[config.mk]
export PLATFORM = sky130hd
export DESIGN_NAME = act_skew_feeder_flat
export DESIGN_NICKNAME = d
export VERILOG_FILES = /design/src/rtl/act_skew_feeder_if.sv /design/src/rtl/act_skew_feeder.sv /design/src/flat_wrapper.sv
export SDC_FILE = /design/constraint.sdc
export NUM_CORES = 1
export LEC_CHECK = 0
export ABC_CLOCK_PERIOD_IN_PS = 5800
export CAP_MARGIN = 20
export CORE_MARGIN = 2
export CORE_UTILIZATION = 48
export CTS_CLUSTER_SIZE = 30
export DETAILED_ROUTE_END_ITERATION = 7
export GPL_TIMING_DRIVEN = 0
export HOLD_SLACK_MARGIN = 0.08
export PLACE_DENSITY = 0.78
export SLEW_MARGIN = 0
export SYNTH_ARGS = -nofsm -noshare
export SYNTH_HDL_FRONTEND = slang
export SYNTH_SLANG_ARGS = --single-unit
[constraint.sdc]
create_clock -name clk -period 5.8 [get_ports clk]
set_clock_uncertainty 0.15 [all_clocks]
set_input_delay 1.74 -clock clk [delete_from_list [all_inputs] [get_ports clk]]
set_output_delay 1.74 -clock clk [all_outputs]
set_load 0.005 [all_outputs]
[src/rtl/act_skew_feeder_if.sv]
`default_nettype none
`timescale 1ns/1ps
// ============================================================================
// Module      : act_skew_feeder_if
// Description : Activation vector stream from the SRAM read port (valid/ready).
// Revision    : 1.0 - initial release
// ============================================================================
interface act_skew_feeder_if #(
    parameter int N   = 4,
    parameter int D_W = 8
);
    logic               in_valid;
    logic               in_ready;
    logic [N*D_W-1:0]   in_data;

    modport master (
        output in_valid,
        output in_data,
        input  in_ready
    );

    modport slave (
        input  in_valid,
        input  in_data,
        output in_ready
    );
endinterface
`default_nettype wire

[src/rtl/act_skew_feeder.sv]
`default_nettype none
`timescale 1ns/1ps
// ============================================================================
// Module      : act_skew_feeder
// Description : Skews activation vectors into a diagonal wavefront for the
//               systolic array rows and sequences one job (IDLE/FEED/DRAIN).
// Revision    : 1.0 - initial release
// ============================================================================
module act_skew_feeder #(
    parameter int N     = 4,
    parameter int D_W   = 8,
    parameter int LEN_W = 8
) (
    input  wire logic               clk,
    input  wire logic               rst,
    input  wire logic               start_i,
    input  wire logic [LEN_W-1:0]   num_vec_i,
    act_skew_feeder_if.slave        in_if,
    output logic [N*D_W-1:0]        row_out_o,
    output logic [N-1:0]            row_valid_o,
    output logic                    busy_o,
    output logic                    done_o
);
    localparam int C_CNT_W = (N > 2) ? $clog2(N - 1) : 1;
    // Last drain count: the cycle after it, row N-1 presents the final element.
    localparam logic [C_CNT_W-1:0] C_DRAIN_LAST = C_CNT_W'((N > 1) ? (N - 2) : 0);

    typedef enum logic [1:0] {
        S_IDLE  = 2'd0,
        S_FEED  = 2'd1,
        S_DRAIN = 2'd2
    } state_t;

    state_t              state_q, state_d;
    logic [LEN_W-1:0]    num_q, num_d;
    logic [LEN_W-1:0]    vec_q, vec_d;
    logic [C_CNT_W-1:0]  drain_q, drain_d;
    logic                done_q, done_d;
    logic                w_accept;
    logic [LEN_W-1:0]    w_vec_inc;

    assign w_accept    = in_if.in_valid && (state_q == S_FEED);
    assign w_vec_inc   = vec_q + 1'b1;
    assign in_if.in_ready = (state_q == S_FEED);
    assign busy_o      = (state_q != S_IDLE);
    assign done_o      = done_q;

    always_ff @(posedge clk or posedge rst) begin
        if (rst) begin
            state_q <= S_IDLE;
            num_q   <= '0;
            vec_q   <= '0;
            drain_q <= '0;
            done_q  <= 1'b0;
        end else begin
            state_q <= state_d;
            num_q   <= num_d;
            vec_q   <= vec_d;
            drain_q <= drain_d;
            done_q  <= done_d;
        end
    end

    always_comb begin
        state_d = state_q;
        num_d   = num_q;
        vec_d   = vec_q;
        drain_d = drain_q;
        done_d  = 1'b0;
        case (state_q)
            S_IDLE: begin
                if (start_i) begin
                    if (num_vec_i != '0) begin
                        num_d   = num_vec_i;
                        vec_d   = '0;
                        state_d = S_FEED;
                    end else begin
                        done_d  = 1'b1;
                    end
                end
            end
            S_FEED: begin
                if (w_accept) begin
                    vec_d = w_vec_inc;
                    if (w_vec_inc == num_q) begin
                        if (N == 1) begin
                            state_d = S_IDLE;
                            done_d  = 1'b1;
                        end else begin
                            state_d = S_DRAIN;
                            drain_d = '0;
                        end
                    end
                end
            end
            S_DRAIN: begin
                drain_d = drain_q + 1'b1;
                if (drain_q == C_DRAIN_LAST) begin
                    state_d = S_IDLE;
                    done_d  = 1'b1;
                end
            end
            default: begin
                state_d = S_IDLE;
            end
        endcase
    end

    // Row r owns r+1 free-running stages; non-accept cycles inject zero bubbles.
    for (genvar r = 0; r < N; r++) begin : g_row
        logic [D_W-1:0] skew_dat_q [0:r];
        logic [r:0]     skew_vld_q;

        always_ff @(posedge clk or posedge rst) begin
            if (rst) begin
                for (int s = 0; s <= r; s++) begin
                    skew_dat_q[s] <= '0;
                end
                skew_vld_q <= '0;
            end else begin
                skew_dat_q[0] <= w_accept ? in_if.in_data[r*D_W +: D_W] : '0;
                skew_vld_q[0] <= w_accept;
                for (int s = 1; s <= r; s++) begin
                    skew_dat_q[s] <= skew_dat_q[s-1];
                    skew_vld_q[s] <= skew_vld_q[s-1];
                end
            end
        end

        assign row_out_o[r*D_W +: D_W] = skew_dat_q[r];
        assign row_valid_o[r]          = skew_vld_q[r];
    end
endmodule
`default_nettype wire

[src/flat_wrapper.sv]
// flat-port wrapper written by rule: the top's interface ports become plain ports
module act_skew_feeder_flat 
#(
    parameter int N     = 4,
    parameter int D_W   = 8,
    parameter int LEN_W = 8
)
  (clk, rst, start_i, num_vec_i, row_out_o, row_valid_o, busy_o, done_o, in_if_in_valid, in_if_in_data, in_if_in_ready);
  act_skew_feeder_if #(.N(N), .D_W(D_W)) in_if_i ();
  input  wire logic clk;
  input  wire logic rst;
  input  wire logic start_i;
  input  wire logic [LEN_W-1:0] num_vec_i;
  output logic [N*D_W-1:0] row_out_o;
  output logic [N-1:0] row_valid_o;
  output logic busy_o;
  output logic done_o;
  input wire logic [$bits(in_if_i.in_valid)-1:0] in_if_in_valid;
  input wire logic [$bits(in_if_i.in_data)-1:0] in_if_in_data;
  output wire logic [$bits(in_if_i.in_ready)-1:0] in_if_in_ready;
  assign in_if_i.in_valid = in_if_in_valid;
  assign in_if_i.in_data = in_if_in_data;
  assign in_if_in_ready = in_if_i.in_ready;
  act_skew_feeder #(.N(N), .D_W(D_W), .LEN_W(LEN_W)) u_core (.clk(clk), .rst(rst), .start_i(start_i), .num_vec_i(num_vec_i), .in_if(in_if_i), .row_out_o(row_out_o), .row_valid_o(row_valid_o), .busy_o(busy_o), .done_o(done_o));
endmodule
==> out/results.tsv <==
metric	value	unit
drtPass1Iterations	4	
cpMaxStageDelayCell	clkdlybuf4s50_1	
final_design_area_no_fill	0.00507	mm²
yosys.area.top_type	dfrtp_1	
run_status	completed	
drtAntennaViolNets	0	
h_tree_lvl_count	3	
worstPathMaxFanout	8	
p_int	1.41	mW
groute.usage.overall	16.6	%
synth_async_sr_flop_share	100	%
clk_root_buffer_cell	clkbuf_8	
post_cts.resized_instances	0	
achievable-frequency	262	MHz
drt_iter0_drc	70	
avgSynthCellArea	13.9	µm²
place_hpwl	4.83	mm
core_area	0.00777	mm²
synth_sequential_area_ratio	67.8	%
number_of_clock_buffers_inserted_by_tritoncts	9	
placedInstanceArea	0.00486	mm²
setup_viol	0	
peakVddDrop	0.190	mV
clk_transition_reported_paths	0.11	ns
min_period_over_period	65.8	%
min_period	3.82	ns
crit_chain	inv_1 > ha_1 > clkbuf_1 > inv_1 > clkdlybuf4s50_1	
post-route-drc-count	0	
totalWireLength	6.65	mm
critical_path.startpoint_type	flip-flop	
layout-area-overhead-vs-synth	30.8	%
post_synth_inst_count	278	
cap_violations	0	
ios	83	
cp_data_arrival_time	1.93	ns
start_util	49.9	%
swShare	28.9	%
grt_pass1_vias	2315	
cellLeakagePower	2.48	nW
power.share.clock	23.9	%
insertion_delay	0.36	ns
grt_antenna_before_repair	0	
ys_types	44	
ctsLongestPathBuffers	2	
final_nets	422	
hp-class	reg -> reg	
synth_edf_count	0	
post-synth-top-area-fraction	67.8	%
grt_first_pass_wirelength	11.3	mm
finalWorstSetupSlack	1.98	ns
placementRows	32	
sum_of_overflow_across_all_layers_after_global_routing	0	
preCtsSetupSlack	1.83	ns
syn_area	0.00388	mm²
actual_slew_at_the_worst_max_slew_pin	0.593	ns
num_antenna_cells	0	
post_route_cells_drive_above_1_share	17.0	%
grt_start_max_net_pins	68	
hold-worst-slack	0.195	ns
switching_power	0.574	mW
placement.io_buffers	82	
crit_required	3.91	ns
route.detailed.wl_per_inst	13.9	µm
power_density	391	mW/mm²
die_height	93.9	µm
post_synth_net_total	328	
timing.max_slew.rel_slack	60.3	%
worstSetupPathType	reg -> out	
ys.warnings.count	0	
rsz0062_at_grt	false	
finalMaxSlewViolations	0	
power_frac_comb	28.8	%
critPathMaxStageDelay	0.45	ns
path_common_cell	inv_1	
cts_hold_repair.buffers	0	
final_core_utilization	65.3	%
hold_viol	0	
viasPerCell	4.77	
p_total	1.98	mW
cts_tree	done	
post-cts-setup-buffers	0	
clock_sinks	105	
synthMostInstantiatedCell	dfrtp_1	
pwr-share-seq	47.3	%
dieWidth	93.9	µm
synth.top_cells.by_area	dfrtp_1 68%, and3_1 5.5%, buf_4 4.8%	
detailroute.via_count	2287	
design.die.area	0.00881	mm²
ys_dominant_reg_cell	dfrtp_1	
gp_routability_congestion	0.779	
ys_ff_latch	105	
setup.worst_path.end_class	output port	
synth_top_cells_by_count	105 x dfrtp_1, 34 x and3_1, 25 x buf_4	
num-fill-cells	582	
metrics by stage:
step	setup TNS (ns)	instances
2_1_floorplan	0	278
3_3_place_gp	-9.64	462
3_5_place_dp	0	463
4_1_cts	0	479
5_1_grt	0	479
6_report	0	479
sequential cells by signal, summed over array words and instances (netlist names):
signal	count
u_core.g_row.skew_dat_q	56
u_core.row_out_o	24
u_core.num_q	8
u_core.vec_q	8
u_core.g_row.skew_vld_q	4
u_core.drain_q	2
u_core.state_q	2
u_core.done_o	1
layout by cell type, fill, tap and decap left out, types with 2 or more instances in the layout:
cell	netlist	layout
a21oi_1	2	2
and2_1	3	3
and3_1	34	34
buf_4	25	25
clkbuf_1	7	7
clkbuf_8	0	9
clkdlybuf4s50_1	0	82
dfrtp_1	105	105
ha_1	6	6
inv_1	8	7
inv_6	0	3
mux2_2	7	7
mux2i_1	2	2
nand2_1	10	10
nand3_1	4	4
nand3_2	2	2
nor2_1	6	6
nor2b_1	7	7
nor3_1	3	3
o211ai_1	2	2
o21ai_0	3	3
o21ai_1	7	7
o21ai_2	2	2
o31ai_1	3	3
or4_1	2	2
xnor2_1	4	4
xor2_1	4	4
cell families (layout without fill, tap and decap cells):
kind of cell	after synthesis	after routing	share of synthesized area, %
AO/OA/AOI/OAI	29	29	6.07
XOR/XNOR	9	9	2.23
adder cells (fa/ha/maj)	6	6	1.94
buffers and inverters	42	141	7.26
flip-flops	105	105	67.8
multiplexers	11	11	3.23
AND/OR/NAND/NOR	76	76	11.5
path summary, 6_finish.rpt:
path | from | end | slack [ns] | depth (start not counted)
worst max register to register | u_core.vec_q[0] | u_core.drain_q[1] | 3.47 | 7
worst max-delay path | u_core.state_q[0] | busy_o | 1.98 | 5
min in group asynchronous | rst | u_core.g_row[2].skew_dat_q[23] | 1.61 | 2
max in group asynchronous | rst | u_core.state_q[1] | 3.22 | 3
worst min register to register | u_core.g_row[2].skew_dat_q[15] | u_core.row_out_o[23] | 0.20 | 0
worst min-delay path | u_core.g_row[2].skew_dat_q[15] | u_core.row_out_o[23] | 0.20 | 0
layer usage:
layer | GRT usage (%) | vias to the layer above | share of wire [%]
met3 | 2.81 | 16 | 3.4
met4 | 7.85 | 0 | 2.4
met1 | 21.3 | 1111 | 43
met5 | 0 | - | 0
met2 | 27.7 | 60 | 51
li1 | - | 1100 | -
cell type report:
class                      count  area (µm²)  area share [%]
clock buffer                   9         124            2.44
buffer                        34         251            4.96
tap                          102         128            2.52
multi-input combinational    131         968            19.1
sequential                   105        2630            51.8
clock inverter                 7        92.6            1.83
inverter                       8        32.5           0.641
timing repair buffer          83         848            16.7
critical path, delay by kind of cell, from the launching register on:
family	cells	cell delay (ns)
fa+ha+maj	1	0.15
flops	1	0.41
buf+inv	4	1.00
power by group through the flow:
stage | Sequential [mW] | Combinational (mW) | Clock (mW)
final | 0.939 | 0.571 | 0.474
after global routing | 0.957 | 0.626 | 0.519
after CTS | 0.940 | 0.580 | 0.487
after detailed placement | 0.956 | 0.577 | 0
after global placement | 0.946 | 0.556 | 0
after floorplan | 0.936 | 0.371 | 0
Note: power is estimated with default switching activity, not from simulation.
